### src/rtl/sdram_frame_wr_ctrl_if.sv
// Row-write handshake between the write-side frame sequencer and sdram_top,
// bundled with the write-FIFO fill level that paces the requests.
// The master side is the sequencer; the slave side is the FIFO/SDRAM side.
interface sdram_frame_wr_ctrl_if;
  logic [10:0] fifo_used;     // write-FIFO used-word count
  logic        wr_sdram_ack;  // one-cycle pulse: row burst finished
  logic        wr_sdram_req;  // row write request
  logic [23:0] wr_sdram_add;  // {1'b0, bank, row[12:0], 9'b0}

  modport master (
    input  fifo_used,
    input  wr_sdram_ack,
    output wr_sdram_req,
    output wr_sdram_add
  );

  modport slave (
    output fifo_used,
    output wr_sdram_ack,
    input  wr_sdram_req,
    input  wr_sdram_add
  );
endinterface

### src/rtl/sdram_frame_wr_ctrl.sv
// Write-side frame-buffer sequencer (clk_133M domain).
// Waits out the first camera frames after reset, then issues one burst write
// request per SDRAM row whenever the camera FIFO holds a full row, advances
// the row address, restarts on every camera VSYNC and reports frame
// completion, short frames and overdue acknowledges.
// Optional feature macro: PINGPONG_EN -- alternate between two frame banks
// after the first complete frame; when undefined a single bank (0) is
// overwritten in place.
module sdram_frame_wr_ctrl #(
  parameter int BURST_LEN   = 512,   // FIFO words needed for one row burst
  parameter int FRAME_ROWS  = 1440,  // rows per frame
  parameter int SKIP_FRAMES = 3,     // frames dropped after reset
  parameter int ACK_TIMEOUT = 4095   // cycles in request before timeout_err
) (
  input  logic                  clk_133M,
  input  logic                  rst_133,
  input  logic                  frame_tgl,
  sdram_frame_wr_ctrl_if.master bus,
  output logic [12:0]           row_cnt,
  output logic                  frame_done,
  output logic                  wr_bank,
  output logic                  timeout_err,
  output logic                  short_err
);

  localparam int SKIP_W = $clog2(SKIP_FRAMES + 1);
  localparam int TO_W   = $clog2(ACK_TIMEOUT + 1);

  localparam logic [10:0]       BURST_THR = 11'(BURST_LEN);
  localparam logic [12:0]       ROWS_MAX  = 13'(FRAME_ROWS);
  localparam logic [SKIP_W-1:0] SKIP_LAST = SKIP_W'(SKIP_FRAMES - 1);
  localparam logic [TO_W-1:0]   TO_LAST   = TO_W'(ACK_TIMEOUT - 1);
  localparam logic [TO_W-1:0]   TO_MAX    = TO_W'(ACK_TIMEOUT);

  typedef enum logic [1:0] {
    S_SKIP = 2'd0,  // discarding settling frames
    S_IDLE = 2'd1,  // waiting for a full row in the FIFO
    S_REQ  = 2'd2,  // request outstanding, waiting for ack
    S_DONE = 2'd3   // frame complete, waiting for next VSYNC
  } state_e;

  state_e            state_q, state_d;
  logic [SKIP_W-1:0] skip_q, skip_d;
  logic [12:0]       row_q, row_d;
  logic [TO_W-1:0]   to_cnt_q, to_cnt_d;
  logic              req_q, req_d;
  logic              done_q, done_d;
  logic              bank_q, bank_d;
  logic              to_err_q, to_err_d;
  logic              short_q, short_d;
  logic              pend_q, pend_d;

  logic              sync1_q, sync2_q, sync3_q;
  logic              frame_evt;
  logic              restart;
  logic [12:0]       row_inc;

  // Bring the camera-domain VSYNC toggle across and keep one extra stage for edge detection.
  // NOTE: state registers use non-blocking (<=) so every flop samples pre-edge values.
  always_ff @(posedge clk_133M or negedge rst_133) begin
    if (!rst_133) begin
      sync1_q <= 1'b0;
      sync2_q <= 1'b0;
      sync3_q <= 1'b0;
    end else begin
      sync1_q <= frame_tgl;
      sync2_q <= sync1_q;
      sync3_q <= sync2_q;
    end
  end

  // Any change of the synchronized toggle is one new camera frame.
  assign frame_evt = sync2_q ^ sync3_q;
  assign row_inc   = row_q + 13'd1;

  // Sequencer state and all sticky status flags.
  always_ff @(posedge clk_133M or negedge rst_133) begin
    if (!rst_133) begin
      state_q  <= S_SKIP;
      skip_q   <= '0;
      row_q    <= '0;
      to_cnt_q <= '0;
      req_q    <= 1'b0;
      done_q   <= 1'b0;
      bank_q   <= 1'b0;
      to_err_q <= 1'b0;
      short_q  <= 1'b0;
      pend_q   <= 1'b0;
    end else begin
      state_q  <= state_d;
      skip_q   <= skip_d;
      row_q    <= row_d;
      to_cnt_q <= to_cnt_d;
      req_q    <= req_d;
      done_q   <= done_d;
      bank_q   <= bank_d;
      to_err_q <= to_err_d;
      short_q  <= short_d;
      pend_q   <= pend_d;
    end
  end

  // Next-state logic: row requests, frame restarts and the ack watchdog.
  always_comb begin
    // NOTE: every signal gets a default here first so no path can infer a latch.
    state_d  = state_q;
    skip_d   = skip_q;
    row_d    = row_q;
    to_cnt_d = '0;
    req_d    = req_q;
    done_d   = done_q;
    bank_d   = bank_q;
    to_err_d = to_err_q;
    short_d  = short_q;
    pend_d   = pend_q;
    restart  = 1'b0;

    unique case (state_q)
      S_SKIP: begin
        if (frame_evt) begin
          if (skip_q == SKIP_LAST) begin
            state_d = S_IDLE;
            row_d   = '0;
          end else begin
            skip_d = skip_q + 1'b1;
          end
        end
      end

      S_IDLE: begin
        // A new frame beats a ready row; the row is requested next cycle.
        if (frame_evt || pend_q) begin
          restart = 1'b1;
        end else if (bus.fifo_used >= BURST_THR && row_q < ROWS_MAX) begin
          req_d   = 1'b1;
          state_d = S_REQ;
        end
      end

      S_REQ: begin
        // A burst in flight is never abandoned: a new frame is only remembered.
        if (frame_evt) begin
          pend_d = 1'b1;
        end
        if (bus.wr_sdram_ack) begin
          req_d = 1'b0;
          row_d = row_inc;
          if (row_inc == ROWS_MAX) begin
            state_d = S_DONE;
            done_d  = 1'b1;
          end else begin
            state_d = S_IDLE;
          end
        end else begin
          to_cnt_d = (to_cnt_q == TO_MAX) ? to_cnt_q : to_cnt_q + 1'b1;
          if (to_cnt_q == TO_LAST) begin
            to_err_d = 1'b1;
          end
        end
      end

      S_DONE: begin
        if (frame_evt || pend_q) begin
          restart = 1'b1;
        end
      end

      default: begin
        state_d = S_SKIP;
      end
    endcase

    // Start of a new frame: flag a short previous frame and rewind the row.
    if (restart) begin
      if (row_q != ROWS_MAX) begin
        short_d = 1'b1;
      end
      row_d   = '0;
      pend_d  = 1'b0;
      state_d = S_IDLE;
`ifdef PINGPONG_EN
      // Once a full frame exists the reader owns that bank; write the other.
      if (done_q) begin
        bank_d = ~bank_q;
      end
`endif
    end
  end

  assign bus.wr_sdram_req = req_q;
  assign bus.wr_sdram_add = {1'b0, bank_q, row_q, 9'd0};
  assign row_cnt          = row_q;
  assign frame_done       = done_q;
  assign wr_bank          = bank_q;
  assign timeout_err      = to_err_q;
  assign short_err        = short_q;

endmodule

### src/flat_wrapper.sv
// flat-port wrapper written by rule: the top's interface ports become plain ports
module sdram_frame_wr_ctrl_flat 
#(
  parameter int BURST_LEN   = 512,                                         
  parameter int FRAME_ROWS  = 1440,                   
  parameter int SKIP_FRAMES = 3,                                  
  parameter int ACK_TIMEOUT = 4095                                          
)
  (clk_133M, rst_133, frame_tgl, row_cnt, frame_done, wr_bank, timeout_err, short_err, bus_fifo_used, bus_wr_sdram_ack, bus_wr_sdram_req, bus_wr_sdram_add);
  sdram_frame_wr_ctrl_if bus_i ();
  input  logic clk_133M;
  input  logic rst_133;
  input  logic frame_tgl;
  output logic [12:0] row_cnt;
  output logic frame_done;
  output logic wr_bank;
  output logic timeout_err;
  output logic short_err;
  input wire logic [$bits(bus_i.fifo_used)-1:0] bus_fifo_used;
  input wire logic [$bits(bus_i.wr_sdram_ack)-1:0] bus_wr_sdram_ack;
  output wire logic [$bits(bus_i.wr_sdram_req)-1:0] bus_wr_sdram_req;
  output wire logic [$bits(bus_i.wr_sdram_add)-1:0] bus_wr_sdram_add;
  assign bus_i.fifo_used = bus_fifo_used;
  assign bus_i.wr_sdram_ack = bus_wr_sdram_ack;
  assign bus_wr_sdram_req = bus_i.wr_sdram_req;
  assign bus_wr_sdram_add = bus_i.wr_sdram_add;
  sdram_frame_wr_ctrl #(.BURST_LEN(BURST_LEN), .FRAME_ROWS(FRAME_ROWS), .SKIP_FRAMES(SKIP_FRAMES), .ACK_TIMEOUT(ACK_TIMEOUT)) u_core (.clk_133M(clk_133M), .rst_133(rst_133), .frame_tgl(frame_tgl), .bus(bus_i), .row_cnt(row_cnt), .frame_done(frame_done), .wr_bank(wr_bank), .timeout_err(timeout_err), .short_err(short_err));
endmodule
### config.mk
export PLATFORM = sky130hd
export DESIGN_NAME = sdram_frame_wr_ctrl_flat
export DESIGN_NICKNAME = d
export VERILOG_FILES = /design/src/rtl/sdram_frame_wr_ctrl_if.sv /design/src/rtl/sdram_frame_wr_ctrl.sv /design/src/flat_wrapper.sv
export SDC_FILE = /design/constraint.sdc
export NUM_CORES = 1
export LEC_CHECK = 0
export ABC_AREA = 0
export ABC_CLOCK_PERIOD_IN_PS = 4800
export CORE_MARGIN = 8
export CORE_UTILIZATION = 35
export CTS_CLUSTER_SIZE = 25
export DETAILED_ROUTE_END_ITERATION = 10
export GPL_TIMING_DRIVEN = 0
export SLEW_MARGIN = 20
export SYNTH_ARGS = -nofsm -noshare
export SYNTH_HDL_FRONTEND = slang
export SYNTH_SLANG_ARGS = --single-unit
### constraint.sdc
create_clock -name clk_133M -period 4.8 [get_ports clk_133M]
set_input_delay 0.72 -clock clk_133M [delete_from_list [all_inputs] [get_ports clk_133M]]
set_output_delay 0.72 -clock clk_133M [all_outputs]
set_load 0.005 [all_outputs]
# Yosys cells after proc, flatten, opt, wreduce, memory -nomap -nowiden

Index checks and enable logic that the tools add are counted.

Output and inout port bits: 42
Logic and storage cells: 79
Input bits: 15
Flip-flop bits (word level): 37

Add/sub/neg operators: 3
$lt $le $gt $ge: 2
Bitwise operators: 3
Mux-type cells: 25
Eq/ne operators: 17
Reductions and logical operators: 17

Operator list:

| cell                                                                                   | number |
|---|---|
| 13-bit 2-to-1 mux                                                                      | 4 |
| 12-bit 2-to-1 mux                                                                      | 3 |
| 13-bit one-hot mux with 2 select lines                                                 | 1 |
| 12-bit == test (second input constant)                                                 | 2 |
| 2-bit 2-to-1 mux                                                                       | 7 |
| 13-bit by 1-bit adder with 13-bit output (second input constant)                       | 1 |
| 13-bit by 11-bit == test with 1-bit output (second input constant)                     | 1 |
| 13-bit by 11-bit < comparator with 1-bit output (second input constant)                | 1 |
| 13-bit by 11-bit != test with 1-bit output (second input constant)                     | 1 |
| 12-bit by 1-bit adder with 12-bit output (second input constant)                       | 1 |
| 11-bit by 10-bit greater-or-equal comparator with 1-bit output (second input constant) | 1 |
| 3-bit by 1-bit != test with 1-bit output (second input constant)                       | 3 |
| 3-bit AND reduction                                                                    | 3 |
| 1-bit 2-to-1 mux                                                                       | 8 |
| 4-bit AND reduction                                                                    | 2 |
| 2-bit == test (second input constant)                                                  | 3 |
| 3-bit by 2-bit != test with 1-bit output (second input constant)                       | 2 |
| 2-bit one-hot mux with 3 select lines                                                  | 1 |
| 6-bit AND reduction                                                                    | 1 |
| 2-bit nonzero test                                                                     | 3 |
| 2-bit != test (second input constant)                                                  | 2 |
| 2-bit AND reduction                                                                    | 2 |
| 4-bit nonzero test                                                                     | 1 |
| 3-bit != test (second input constant)                                                  | 1 |
| 11 further kinds                                                                       | 12 |

# Logic depth before layout (Yosys ltp)

Depth in word-level cells: 6
Mapped depth: 8
Mapped depth without buffers: 7

# Worst setup path after synthesis

Ideal clock, no wire load.

Path type: register -> register
From: register u_core.state_q[1]
To: register u_core.state_q[0]
Clock period less this slack: 1.814 ns
Slack: 2.986 ns
Data required time: 4.675 ns
Setup time: 0.125 ns
Cell stages (with the launch flop): 8
Arrival: 1.689 ns
Path buffers: 0
Path through: dfrtp_1 -> inv_1 -> ha_1 -> nor2_1 -> a21oi_1 -> o21bai_1 -> nor3_1 -> mux2_2

Cells in the longest elaborated chain, start to end: 5
Elaborated cells on any way between the ends: 15
Classes of those cells: eq/ne: 8; mux: 3; reduce/logical: 4

RTL lines:

| what                                                                                    | RTL line                   | text |
|---|---|---|
| start: declaration                                                                      | sdram_frame_wr_ctrl.sv:42  | `state_e state_q, state_d;` |
| start signal: assignment                                                                | sdram_frame_wr_ctrl.sv:90  | `state_q <= state_d;` |
| 2-bit by 1-bit == test with 1-bit output / 2-bit == test (equally long branches)        | sdram_frame_wr_ctrl.sv:118 | `unique case (state_q)` |
| 2-bit OR reduction (no source line)                                                     | n/a                        |  |
| 1-bit 2-to-1 mux                                                                        | n/a                        |  |
| 3-bit by 2-bit != test with 1-bit output (no source line), or another cell as far along | n/a                        |  |
| 6-bit AND reduction (no source line)                                                    | n/a                        |  |

Parallel ways exist; a longest one is shown, timed or not.
A chain may end at the register's enable or synchronous reset.

# Worst setup path after layout

From: input port bus_wr_sdram_ack
To: register u_core.to_cnt_q[3]

Cells in the longest elaborated chain, start to end: 2
Elaborated cells on any way between the ends: 3
Classes of those cells: eq/ne: 1; mux: 2

RTL lines:

| what                   | RTL line                   | text |
|---|---|---|
| start: declaration     | flat_wrapper.sv:20         | `input wire logic [$bits(bus_i.wr_sdram_ack)-1:0] bus_wr_sdram_ack;` |
| 12-bit 2-to-1 mux      | sdram_frame_wr_ctrl.sv:145 | `if (bus.wr_sdram_ack) begin` |
| 12-bit 2-to-1 mux      | sdram_frame_wr_ctrl.sv:118 |  |
| end signal: assignment | sdram_frame_wr_ctrl.sv:93  | `to_cnt_q <= to_cnt_d;` |
| end: declaration       | sdram_frame_wr_ctrl.sv:45  | `logic [TO_W-1:0] to_cnt_q, to_cnt_d;` |

Parallel ways exist; a longest one is shown, timed or not.

==> impl_metrics.tcl <==
set metrics [dict create \
    synth_top_family_by_area "simple AND/OR/NAND/NOR gates" \
    coreArea_um2 6719 \
    crit_path_end_kind "register" \
    min_period_ns 2.193 \
    rsz0062_at_grt "no" \
    synth_compound_area_frac 0.1710 \
    ys_seq_area_frac 0.3846 \
    worstReg2RegStart "u_core.state_q[0]" \
    ant_nets 0 \
    grt_usage 0.1180 \
    dieWidth_um 98.94 \
    p_per_area_nw_per_um2 296.7 \
    utilization 0.4508 \
    viasPerCell 5.032 \
    status "finished clean" \
    first_pass_iters 4 \
    n_antenna_cell 0 \
    maxSlewViolCount 0 \
    final_nets 347 \
    grt_pass1_vias 1919 \
    cts_setup_buffers 0 \
    timing.rr.end "u_core.to_cnt_q[3]" \
    start_util 0.3583 \
    yosys.area_share.simple 0.2131 \
    route.met2.wl_mm 2.518 \
    max_slew_margin 0.6074 \
    postSynthAreaPerCell_um2 8.982 \
    die_area_um2 9788 \
    tns_ns 0 \
    cts_buffer_depth 2 \
    grt_max_degree 25 \
    synthArstFlopShare 1.000 \
    wl_per_cell_um 13.76 \
    tightest_slew_ns 0.5890 \
    rr_worst_depth 7 \
    worstPathRequired_ns 5.02 \
    timing.final.hold_violations 0 \
    gp_congestion 0.8589 \
    drtIter0Drc 84 \
    yosys_warnings 0 \
    crit_path_start_kind "primary input" \
    drive_gt1_frac 0.1734 \
    cts_root_buf "clkbuf_8" \
    fmax_mhz 456.0 \
    ir_worst_vdd_uv 125.9 \
    period_share 0.4569 \
    critPathArrivalTime_ns 2.41 \
    wl_met3_um 320 \
    clock_latency_ns 0.29 \
    wl_mm 5.546 \
    hpwl_mm 4.216 \
    grt_pass1_wl_mm 9.556 \
    via_count 2028 \
    setup_viol 0 \
    cts_tree "done" \
    std_cell_rows 30 \
    synthAdderAreaFrac 0.05198 \
    io_buffers 35 \
    cap_violations 0 \
    synth_cells 268 \
    synth.area.mux_share 0.01819 \
    synth_top_flop_cell "dfrtp_1" \
    dr.max_layer_used "met4" \
    synth_area_um2 2407 \
    cp_max_fo 8 \
    hp-class "in2async" \
    ctsResizeCount 0 \
    area_growth_pct 25.83 \
    h-tree-depth 2 \
    ios 57 \
    crit_type "in2reg" \
    synth_cell_types 57 \
    clkSlewWorstSetupHoldPaths_ns 0.09 \
    wl_met1_mm 2.630 \
    r2r_slack_ns 2.66 \
    synth-seq-cells 37 \
    cts_made_buffers 5 \
    worst_clock_skew_ns 0.01125 \
    clkSinkCount 37 \
    synth_edf_count 0 \
    p_leak_uw 0.001323 \
    synth_xor_area_frac 0.03274 \
    die_y_um 98.94 \
    post-route-drc-count 0 \
    overflow 0 \
    ctsHoldBuffers 0 \
    power_uw 898.9 \
    antenna_found_initial 0 \
]
-- report_power, final --
part           internal (uW)  switching, uW
registers                334           20.6
logic                    113            156
clock network            156            119
total                    603            296
-- layout make-up --
class | instances | area, um^2
clock inverters | 3 | 46.29
inverters | 16 | 60.06
clock buffers | 5 | 68.82
repair buffers | 36 | 365.4
flip-flops and latches | 37 | 925.9
plain buffers | 34 | 245.2
multi-input cells | 192 | 1217
well taps | 80 | 100.1
fillers | 657 | 3690
-- kinds of logic after synthesis --
kind of cell / Yosys count
buffers and inverters: 50
AO/OA/AOI/OAI: 60
other: 1
AND/OR/NAND/NOR: 97
flip-flops: 37
multiplexers: 4
adder cells (fa/ha/maj): 10
XOR/XNOR: 9
-- layer usage --
layer | up-vias | global-route usage
met3 | 5 | 0.02678
met5 | - | 0
li1 | 1024 | -
met1 | 937 | 0.1602
met4 | 0 | 0.03542
met2 | 62 | 0.1809
-- worst max path at each step --
stage / start / end / slack [ns] / cells after the start
after floorplan: u_core.state_q[1] / u_core.state_q[0] / 2.99 / 7
after global placement: rst_133 / u_core.row_cnt[2] / 2.08 / 1
after detailed placement: bus_wr_sdram_ack / u_core.to_cnt_q[3] / 2.27 / 6
after CTS: bus_wr_sdram_ack / u_core.to_cnt_q[3] / 2.58 / 6
after global routing: u_core.state_q[0] / u_core.to_cnt_q[11] / 2.37 / 7
final: bus_wr_sdram_ack / u_core.to_cnt_q[3] / 2.61 / 6
-- placed cells by master (no fill, tap or decap), types with 6 or more instances in the layout --
master and instances:
nor2_1 27, a21oi_1 11, o21ai_0 9, inv_1 16, nand4_1 6, nor3_1 6
nand3_1 14, dfrtp_1 37, clkdlybuf4s50_1 34, nand2_1 19, conb_1 12, buf_4 26
a31oi_1 7, ha_1 10
-- cells in the mapped netlist, drive strengths merged (2+ instances only) --
master	count	area, um^2
a21o	3	25.03
a21oi	11	55.05
a22o	3	26.28
a31oi	7	43.79
a41oi	2	17.52
and2	3	21.27
and3	2	13.77
buf	32	237.7
clkbuf	2	7.510
dfrtp	37	925.9
ha	10	125.1
inv	16	60.06
mux2	3	33.78
nand2	20	77.58
nand3	15	80.08
nand4	7	58.81
nor2	27	101.4
nor2b	2	12.51
nor3	6	30.03
nor4	6	52.55
o211ai	2	15.01
o21ai	13	65.06
o21bai	4	30.03
o31a	2	18.77
o31ai	2	15.01
or3	5	32.53
xnor2	5	43.79
xor2	4	35.03
-- critical path: stages --
cell             delay, ns
clkdlybuf4s50_1       0.46
and4b_1               0.27
nand4_1               0.27
nor2_1                0.44
nor2_1                0.08
nor3_1                0.17
-- sequential cells by signal, indices dropped and copies added, names as in the netlist, 2 cells and up --
| signal | count |
|---|---|
| u_core.to_cnt_q | 12 |
| u_core.skip_q | 2 |
| u_core.row_cnt | 13 |
| u_core.state_q | 2 |
-- stage by stage --
stage | setup slack [ns] | hold slack (ns) | std cells | instance area, um^2
floorplan | 2.986 | 0.3312 | 279 | 2449
global placement | 2.082 | 0.3338 | 394 | 2899
global route | 2.375 | 0.3285 | 403 | 3029
detailed placement | 2.271 | 0.3396 | 395 | 2914
CTS | 2.582 | 0.3159 | 403 | 3029
finish | 2.607 | 0.3127 | 403 | 3029
(Power assumes the default switching activity.)
